===== src/rtl/control_sequencer_if.sv =====
// Control bundle between the microcode sequencer and the datapath it steers.
// Instruction/flag inputs flow toward the sequencer; control strobes flow back out.
interface control_sequencer_if;
  logic [3:0] opcode;
  logic       flag_carry;
  logic       flag_zero;

  logic       pc_enable;
  logic       pc_jump_n;
  logic       pc_bus_enable_n;
  logic       mar_load_n;
  logic       ram_bus_enable_n;
  logic       ram_write_n;
  logic       ir_load_n;
  logic       ir_bus_enable_n;
  logic       a_load_n;
  logic       a_bus_enable_n;
  logic       b_load_n;
  logic       alu_bus_enable_n;
  logic       alu_subtract;
  logic       flags_load_n;
  logic       out_load_n;
  logic       halt;
  logic [2:0] step;

  modport master (
    input  opcode, flag_carry, flag_zero,
    output pc_enable, pc_jump_n, pc_bus_enable_n, mar_load_n,
           ram_bus_enable_n, ram_write_n, ir_load_n, ir_bus_enable_n,
           a_load_n, a_bus_enable_n, b_load_n, alu_bus_enable_n,
           alu_subtract, flags_load_n, out_load_n, halt, step
  );

  modport slave (
    output opcode, flag_carry, flag_zero,
    input  pc_enable, pc_jump_n, pc_bus_enable_n, mar_load_n,
           ram_bus_enable_n, ram_write_n, ir_load_n, ir_bus_enable_n,
           a_load_n, a_bus_enable_n, b_load_n, alu_bus_enable_n,
           alu_subtract, flags_load_n, out_load_n, halt, step
  );
endinterface


===== src/rtl/control_sequencer.sv =====
// Microcode sequencer: walks T0..T(STEPS-1) per instruction and decodes a control word
// from {step, opcode, flags, halted}; fetch in T0/T1, execute from T2.
module control_sequencer #(
  parameter int STEPS      = 5,
  parameter bit SKIP_EMPTY = 1'b1
) (
  input  logic                clk,
  input  logic                clear_n,
  control_sequencer_if.master ctl
);

  typedef enum logic [3:0] {
    OP_NOP = 4'h0,
    OP_LDA = 4'h1,
    OP_ADD = 4'h2,
    OP_SUB = 4'h3,
    OP_STA = 4'h4,
    OP_LDI = 4'h5,
    OP_JMP = 4'h6,
    OP_JC  = 4'h7,
    OP_JZ  = 4'h8,
    OP_OUT = 4'hE,
    OP_HLT = 4'hF
  } opcode_e;

  // Control word in active-high form; polarity is applied only at the ports.
  typedef struct packed {
    logic pc_enable;
    logic pc_jump;
    logic pc_bus;
    logic mar_load;
    logic ram_bus;
    logic ram_write;
    logic ir_load;
    logic ir_bus;
    logic a_load;
    logic a_bus;
    logic b_load;
    logic alu_bus;
    logic alu_subtract;
    logic flags_load;
    logic out_load;
    logic halt;
  } ctrl_t;

  localparam logic [2:0] LAST_STEP = 3'(STEPS - 1);

  logic [2:0] step_q, step_d;
  logic       halted_q, halted_d;
  ctrl_t      word_raw, word_next, word_out;

  function automatic ctrl_t decode(input logic [2:0] s, input logic [3:0] op,
                                   input logic carry, input logic zero);
    ctrl_t w;
    w = '0;
    case (s)
      3'd0: begin
        w.pc_bus   = 1'b1;
        w.mar_load = 1'b1;
      end
      3'd1: begin
        w.ram_bus   = 1'b1;
        w.ir_load   = 1'b1;
        w.pc_enable = 1'b1;
      end
      3'd2: begin
        case (op)
          OP_LDA, OP_ADD, OP_SUB, OP_STA: begin
            w.ir_bus   = 1'b1;
            w.mar_load = 1'b1;
          end
          OP_LDI: begin
            w.ir_bus = 1'b1;
            w.a_load = 1'b1;
          end
          OP_JMP: begin
            w.ir_bus  = 1'b1;
            w.pc_jump = 1'b1;
          end
          OP_JC: begin
            w.ir_bus  = carry;
            w.pc_jump = carry;
          end
          OP_JZ: begin
            w.ir_bus  = zero;
            w.pc_jump = zero;
          end
          OP_OUT: begin
            w.a_bus    = 1'b1;
            w.out_load = 1'b1;
          end
          OP_HLT: w.halt = 1'b1;
          default: ;
        endcase
      end
      3'd3: begin
        case (op)
          OP_LDA: begin
            w.ram_bus = 1'b1;
            w.a_load  = 1'b1;
          end
          OP_ADD, OP_SUB: begin
            w.ram_bus = 1'b1;
            w.b_load  = 1'b1;
          end
          OP_STA: begin
            w.a_bus     = 1'b1;
            w.ram_write = 1'b1;
          end
          default: ;
        endcase
      end
      3'd4: begin
        if (op == OP_ADD || op == OP_SUB) begin
          w.alu_bus      = 1'b1;
          w.a_load       = 1'b1;
          w.flags_load   = 1'b1;
          w.alu_subtract = (op == OP_SUB);
        end
      end
      // T5..T7 never carry work, whatever STEPS is.
      default: ;
    endcase
    return w;
  endfunction

  assign word_raw  = decode(step_q, ctl.opcode, ctl.flag_carry, ctl.flag_zero);
  assign word_next = decode(step_q + 3'd1, ctl.opcode, ctl.flag_carry, ctl.flag_zero);

  // NOTE: every variable driven here gets a default first, so no path leaves it
  // holding its old value and no latch is inferred.
  always_comb begin
    step_d   = step_q + 3'd1;
    halted_d = halted_q | word_raw.halt;
    if (halted_q || word_raw.halt) begin
      step_d = step_q;
    end else if (step_q == LAST_STEP) begin
      step_d = '0;
    end else if (SKIP_EMPTY && step_q >= 3'd2 &&
                 (word_raw == '0 || word_next == '0)) begin
      // Lookahead on step+1 lets the last useful step wrap straight to T0.
      step_d = '0;
    end
  end

  // NOTE: sequential state uses non-blocking assignments so every register
  // samples pre-edge values; only the two state registers need a reset.
  always_ff @(posedge clk or negedge clear_n) begin
    if (!clear_n) begin
      step_q   <= '0;
      halted_q <= 1'b0;
    end else begin
      step_q   <= step_d;
      halted_q <= halted_d;
    end
  end

  // Reset gates the word combinationally so controls go quiet the moment clear_n drops.
  always_comb begin
    word_out = word_raw;
    if (!clear_n) begin
      word_out = '0;
    end else if (halted_q) begin
      word_out      = '0;
      word_out.halt = 1'b1;
    end
  end

  assign ctl.pc_enable        =  word_out.pc_enable;
  assign ctl.pc_jump_n        = ~word_out.pc_jump;
  assign ctl.pc_bus_enable_n  = ~word_out.pc_bus;
  assign ctl.mar_load_n       = ~word_out.mar_load;
  assign ctl.ram_bus_enable_n = ~word_out.ram_bus;
  assign ctl.ram_write_n      = ~word_out.ram_write;
  assign ctl.ir_load_n        = ~word_out.ir_load;
  assign ctl.ir_bus_enable_n  = ~word_out.ir_bus;
  assign ctl.a_load_n         = ~word_out.a_load;
  assign ctl.a_bus_enable_n   = ~word_out.a_bus;
  assign ctl.b_load_n         = ~word_out.b_load;
  assign ctl.alu_bus_enable_n = ~word_out.alu_bus;
  assign ctl.alu_subtract     =  word_out.alu_subtract;
  assign ctl.flags_load_n     = ~word_out.flags_load;
  assign ctl.out_load_n       = ~word_out.out_load;
  assign ctl.halt             =  word_out.halt;
  assign ctl.step             =  step_q;

  logic [4:0] bus_drivers;
  assign bus_drivers = {word_out.pc_bus, word_out.ram_bus, word_out.ir_bus,
                        word_out.a_bus, word_out.alu_bus};

  // The shared 4-bit bus must never see two drivers in the same step.
  assert property (@(posedge clk) disable iff (!clear_n) $onehot0(bus_drivers));

endmodule


===== src/flat_wrapper.sv =====
// flat-port wrapper written by rule: the top's interface ports become plain ports
module control_sequencer_flat 
#(
  parameter int STEPS      = 5,
  parameter bit SKIP_EMPTY = 1'b1
)
  (clk, clear_n, ctl_opcode, ctl_flag_carry, ctl_flag_zero, ctl_pc_enable, ctl_pc_jump_n, ctl_pc_bus_enable_n, ctl_mar_load_n, ctl_ram_bus_enable_n, ctl_ram_write_n, ctl_ir_load_n, ctl_ir_bus_enable_n, ctl_a_load_n, ctl_a_bus_enable_n, ctl_b_load_n, ctl_alu_bus_enable_n, ctl_alu_subtract, ctl_flags_load_n, ctl_out_load_n, ctl_halt, ctl_step);
  control_sequencer_if ctl_i ();
  input  logic clk;
  input  logic clear_n;
  input wire logic [$bits(ctl_i.opcode)-1:0] ctl_opcode;
  input wire logic [$bits(ctl_i.flag_carry)-1:0] ctl_flag_carry;
  input wire logic [$bits(ctl_i.flag_zero)-1:0] ctl_flag_zero;
  output wire logic [$bits(ctl_i.pc_enable)-1:0] ctl_pc_enable;
  output wire logic [$bits(ctl_i.pc_jump_n)-1:0] ctl_pc_jump_n;
  output wire logic [$bits(ctl_i.pc_bus_enable_n)-1:0] ctl_pc_bus_enable_n;
  output wire logic [$bits(ctl_i.mar_load_n)-1:0] ctl_mar_load_n;
  output wire logic [$bits(ctl_i.ram_bus_enable_n)-1:0] ctl_ram_bus_enable_n;
  output wire logic [$bits(ctl_i.ram_write_n)-1:0] ctl_ram_write_n;
  output wire logic [$bits(ctl_i.ir_load_n)-1:0] ctl_ir_load_n;
  output wire logic [$bits(ctl_i.ir_bus_enable_n)-1:0] ctl_ir_bus_enable_n;
  output wire logic [$bits(ctl_i.a_load_n)-1:0] ctl_a_load_n;
  output wire logic [$bits(ctl_i.a_bus_enable_n)-1:0] ctl_a_bus_enable_n;
  output wire logic [$bits(ctl_i.b_load_n)-1:0] ctl_b_load_n;
  output wire logic [$bits(ctl_i.alu_bus_enable_n)-1:0] ctl_alu_bus_enable_n;
  output wire logic [$bits(ctl_i.alu_subtract)-1:0] ctl_alu_subtract;
  output wire logic [$bits(ctl_i.flags_load_n)-1:0] ctl_flags_load_n;
  output wire logic [$bits(ctl_i.out_load_n)-1:0] ctl_out_load_n;
  output wire logic [$bits(ctl_i.halt)-1:0] ctl_halt;
  output wire logic [$bits(ctl_i.step)-1:0] ctl_step;
  assign ctl_i.opcode = ctl_opcode;
  assign ctl_i.flag_carry = ctl_flag_carry;
  assign ctl_i.flag_zero = ctl_flag_zero;
  assign ctl_pc_enable = ctl_i.pc_enable;
  assign ctl_pc_jump_n = ctl_i.pc_jump_n;
  assign ctl_pc_bus_enable_n = ctl_i.pc_bus_enable_n;
  assign ctl_mar_load_n = ctl_i.mar_load_n;
  assign ctl_ram_bus_enable_n = ctl_i.ram_bus_enable_n;
  assign ctl_ram_write_n = ctl_i.ram_write_n;
  assign ctl_ir_load_n = ctl_i.ir_load_n;
  assign ctl_ir_bus_enable_n = ctl_i.ir_bus_enable_n;
  assign ctl_a_load_n = ctl_i.a_load_n;
  assign ctl_a_bus_enable_n = ctl_i.a_bus_enable_n;
  assign ctl_b_load_n = ctl_i.b_load_n;
  assign ctl_alu_bus_enable_n = ctl_i.alu_bus_enable_n;
  assign ctl_alu_subtract = ctl_i.alu_subtract;
  assign ctl_flags_load_n = ctl_i.flags_load_n;
  assign ctl_out_load_n = ctl_i.out_load_n;
  assign ctl_halt = ctl_i.halt;
  assign ctl_step = ctl_i.step;
  control_sequencer #(.STEPS(STEPS), .SKIP_EMPTY(SKIP_EMPTY)) u_core (.clk(clk), .clear_n(clear_n), .ctl(ctl_i));
endmodule

===== config.mk =====
export PLATFORM = sky130hd
export DESIGN_NAME = control_sequencer_flat
export DESIGN_NICKNAME = d
export VERILOG_FILES = /design/src/rtl/control_sequencer_if.sv /design/src/rtl/control_sequencer.sv /design/src/flat_wrapper.sv
export SDC_FILE = /design/constraint.sdc
export NUM_CORES = 1
export LEC_CHECK = 0
export BUFFER_PORTS_ARGS = -buffer_cell sky130_fd_sc_hd__buf_2
export CAP_MARGIN = 20
export CORE_UTILIZATION = 51
export CTS_CLUSTER_SIZE = 28
export DETAILED_ROUTE_END_ITERATION = 12
export PLACE_DENSITY = 0.86
export RECOVER_POWER = 25
export SYNTH_ARGS = -nofsm -noshare
export SYNTH_HDL_FRONTEND = slang
export SYNTH_SLANG_ARGS = --single-unit

===== constraint.sdc =====
create_clock -name clk -period 5.52 [get_ports clk]
set_input_delay 1.104 -clock clk [delete_from_list [all_inputs] [get_ports clk]]
set_output_delay 1.104 -clock clk [all_outputs]
set_load 0.1 [all_outputs]

== Word level (Yosys, flattened, before mapping) ==
Cells that the tools add are included.
Cells by class
  $add $sub $neg: 1
  magnitude comparators: 1
  eq/ne operators: 18
  multiplexer cells: 40
  bitwise operators: 14
  reduce and logical (&&, ||, !) cells: 12
Operators with widths (count)
  16-bit logical NOT: 2
  16-bit two-way mux: 2
  1-bit two-way mux: 21
  4-bit by 3-bit == test with 1-bit output (second input constant): 4
  3-bit two-way mux: 5
  1-bit inverter: 13
  3-bit by 2-bit == test with 1-bit output (second input constant): 4
  4-bit == test (second input constant): 3
  1-bit case mux with 2 select lines: 6
  1-bit case mux with 3 select lines: 4
  4-bit by 2-bit == test with 1-bit output (second input constant): 2
  3-bit by 1-bit == test with 1-bit output (second input constant): 2
  3-bit == test (second input constant): 2
  3-bit logical NOT: 2
  6-bit OR reduction: 1
  4-bit by 1-bit == test with 1-bit output (second input constant): 1
  2-bit two-way mux: 2
  4-bit OR reduction: 1
  3-bit by 1-bit adder with 3-bit output (second input constant): 1
  3-bit by 2-bit >= comparator with 1-bit output (second input constant): 1
  1-bit logical OR: 3
  3-bit OR reduction: 1
  2-bit OR reduction: 1
  1-bit logical AND: 1
  1-bit bitwise OR: 1
Storage, ports and cells
  flip-flop bits (word level): 4
  bits of input ports: 8
  output and inout port bits: 19
  word-level logic and storage cells: 88

== Logic depth before layout (Yosys ltp) ==
  word-level depth: 9
  gate-level depth with buffers: 7

== Least setup slack after synthesis ==
OpenSTA, ideal clock, no wires.
  path kind: input-to-output
  start point: input clear_n
  end point: output ctl_alu_subtract
  arrival time: 4.024 ns
  path slack: 0.392 ns
  stages: 4
  path through: nor2b_1 > and3_1 > nand3_1 > nor2_1
Between the ends
  longest elaborated chain between the ends: 1
Ends and longest elaborated chain
  start: declaration: line flat_wrapper.sv:10  | input logic clear_n;
  16-bit two-way mux: line control_sequencer.sv:161  | if (!clear_n) begin
  end: declaration: line flat_wrapper.sv:26  | output wire logic [$bits(ctl_i.alu_subtract)-1:0] ctl_alu_subtract;
No other way between the ends.

== Worst setup path after layout ==
  start point: input ctl_opcode[2]
  end point: output ctl_halt
Between the ends
  longest elaborated chain between the ends: 5
Ends and longest elaborated chain
  start: declaration: line flat_wrapper.sv:11  | input wire logic [$bits(ctl_i.opcode)-1:0] ctl_opcode;
  4-bit == test: line control_sequencer.sv:67  | case (op)
  1-bit two-way mux: line control_sequencer.sv:67
  2-bit two-way mux: line control_sequencer.sv:56  | case (s)
  16-bit two-way mux: line control_sequencer.sv:163  | end else if (halted_q) begin
  16-bit two-way mux: line control_sequencer.sv:161
  end: declaration: line flat_wrapper.sv:29  | output wire logic [$bits(ctl_i.halt)-1:0] ctl_halt;
No other way between the ends.

==> reports/metrics.csv <==
metric;value;unit
min_from;u_core.halted_q;
wl_met3;107;um
relSlewSlack;0.236;
cts_htree_levels;1;
worstSetupStartpointType;input port;
grt_pass1_vias;645;
synth_edf_count;0;
cts.path.max_buffers;2;
ir_drop;366;uV
ant_nets;0;
whs_endpoint;u_core.ctl.step[2];
num_vias;795;
clk_pin_slew;0.04;ns
core;1190;um^2
synth_common_cells;nand2_1, nand3_1, inv_1;
ioPinCount;27;
final_core_util;0.703;
placed_cells;132;
final_area;833;um^2
timing.final.crit_share;0.690;
yosysSeqAreaShare;0.144;
ys_ff_latch;4;
r2r-end;u_core.ctl.step[0];
register_area;100;um^2
syn_area_per_cell;7.16;um^2
synth_nets;112;
grt_use_total;0.270;
clockPowerShare;0.079;
multi_input_area;537;um^2
cp-end-kind;output port;
final.setup_skew;0.00169;ns
placed_area;815;um^2
worstHoldPathType;reg -> reg;
cts_tree;built;
drt_wl_total;1.82;mm
critPathRequiredTime;4.42;ns
synth_flop_cell;dfrtp_1;
p_int;162;uW
fmax;0.263;GHz
yosysTopAreaCellShare;0.144;
yosysWarnings;0;
clock-sinks;4;
postCtsSetupBuffers;0;
dieArea;1510;um^2
grt_max_degree;17;
dr.pass1.iters;4;
nets;138;
antenna_found_initial;0;
async_flop_share;1.00;
grt_pass1_wl;2.82;mm
synth_cell_types;35;
overflow;0;
cp_max_fo;15;
worst_ep_arrival_time;2.70;ns
post_cts_resized;0;
area_growth;20.0;%
antenna_cells;0;
met2RoutedLength;862;um
timing.final.setup_violations;0;
p_leak;0.366;nW
worstHoldPathCells;2;
portBuffers;26;
rows;12;
drc;0;
numCtsBuffers;3;
die_w;38.9;um
syn_inst;97;
p_comb_frac;0.781;
drt-met1-wl;839;um
setup_tns;0;ns
clock_latency;0.24;ns
syn_area;694;um^2
die_h;38.9;um
ff2ff_setup_slack;3.46;ns
n_fill_cell;93;
ctsHoldBuffers;0;
start_util;0.585;
outcome;complete, no violations;
p_sw;312;uW
dpl.hpwl;1.43;mm
drt_iter0_markers;30;
power.density;569;nW/um^2
layoutNonFillerInstCount;135;
maxUsedRoutingLayer;met4;
via_per_inst;5.89;
p_seq_frac;0.140;
rsz0062_at_grt;false;
maxSlewViolCount;0;
reg2reg_from;u_core.ctl.step[0];
path_class;in -> out;
wl_per_cell;13.5;um
timing.final.crit_period;3.81;ns
worst_slew_pin_slew;1.15;ns
synthTopCellsByArea;dfrtp_1, ha_1, nand3_1, o31ai_1, nand2_1;
drive_above_1_share;0.256;
yosysTopAreaCell;dfrtp_1;
hold_viol;0;
gp_congestion;0.835;
rr_worst_depth;7;
max-cap-violations;0;
cts-root-buf;clkbuf_4;
switching_share;0.658;
-- critical path, stage by stage --
cell and delay (ns):
clkbuf_1 0.41, and3b_1 0.30, a41o_1 0.30, and2_2 0.17, buf_2 0.41
-- cells by family (layout without fill, tap and decap cells) --
kind of cell | after synthesis | after routing | share of synthesized area
simple gates | 46 | 46 | 0.368
buf+inv | 13 | 37 | 0.0829
flops | 4 | 4 | 0.144
fa+ha+maj | 7 | 7 | 0.126
compound gates | 27 | 27 | 0.279
-- per-layer routing --
layer	global-route usage	up-vias
li1	-	400
met1	0.358	350
met2	0.438	43
met3	0.0231	2
met4	0.121	0
met5	0	-
-- power by group through the flow --
stage	sequential [mW]	clock [mW]	combinational (mW)
finish	0.0664	0.0373	0.371
global route	0.0690	0.0383	0.400
CTS	0.0657	0.0378	0.371
detailed placement	0.0656	0	0.372
global placement	0.0651	0	0.366
floorplan	0.121	0	0.255
-- cells in the final DEF (no fill, tap or decap) --
cell,instances
and2_2,1
nand2b_1,3
a21boi_0,1
o22ai_1,1
a211oi_2,1
dfrtp_1,4
a2bb2oi_1,1
nor3_1,1
a211o_1,1
or4_2,1
o221ai_1,1
ha_1,7
clkbuf_1,3
clkbuf_4,3
or3_1,3
a31oi_1,2
and3_1,1
nor2_1,7
nand3_1,9
buf_2,23
o31ai_1,5
nand2_1,9
inv_1,8
o21ai_0,5
nor2b_1,3
a2111o_1,1
a21oi_1,6
and4bb_1,1
and2b_4,1
nor3b_1,1
a311oi_2,1
and2_1,1
and3b_1,1
or2_1,1
nand3b_1,2
a41o_1,1
-- metrics by stage --
step | hold WS [ns] | power [mW] | setup WS [ns]
after floorplan | 0.502 | 0.376 | 0.392
after global placement | 0.560 | 0.431 | 1.95
after detailed placement | 0.580 | 0.437 | 1.89
after CTS | 0.588 | 0.475 | 1.89
after global routing | 0.628 | 0.507 | 1.63
final | 0.600 | 0.474 | 1.71
-- how the worst max path moves through the flow --
stage / from / slack (ns) / end / cells past startpoint
after floorplan: clear_n / 0.39 / ctl_alu_subtract / 4
after global placement: clear_n / 1.95 / ctl_out_load_n / 6
after detailed placement: clear_n / 1.89 / ctl_out_load_n / 6
after CTS: clear_n / 1.89 / ctl_out_load_n / 6
after global routing: ctl_opcode[2] / 1.63 / ctl_halt / 5
final: ctl_opcode[2] / 1.71 / ctl_halt / 5
-- area by class of cell --
cell class | instances | share of cell area
well taps | 14 | 0.0210
inverters | 8 | 0.0360
repair buffers | 26 | 0.152
flip-flops and latches | 4 | 0.120
clock buffers | 3 | 0.0270
multi-input cells | 80 | 0.644
-- state kept, by name (all words and copies together), names as in the netlist --
signal and count:
u_core.ctl.step 3, u_core.halted_q 1
(Power assumes the default switching activity.)
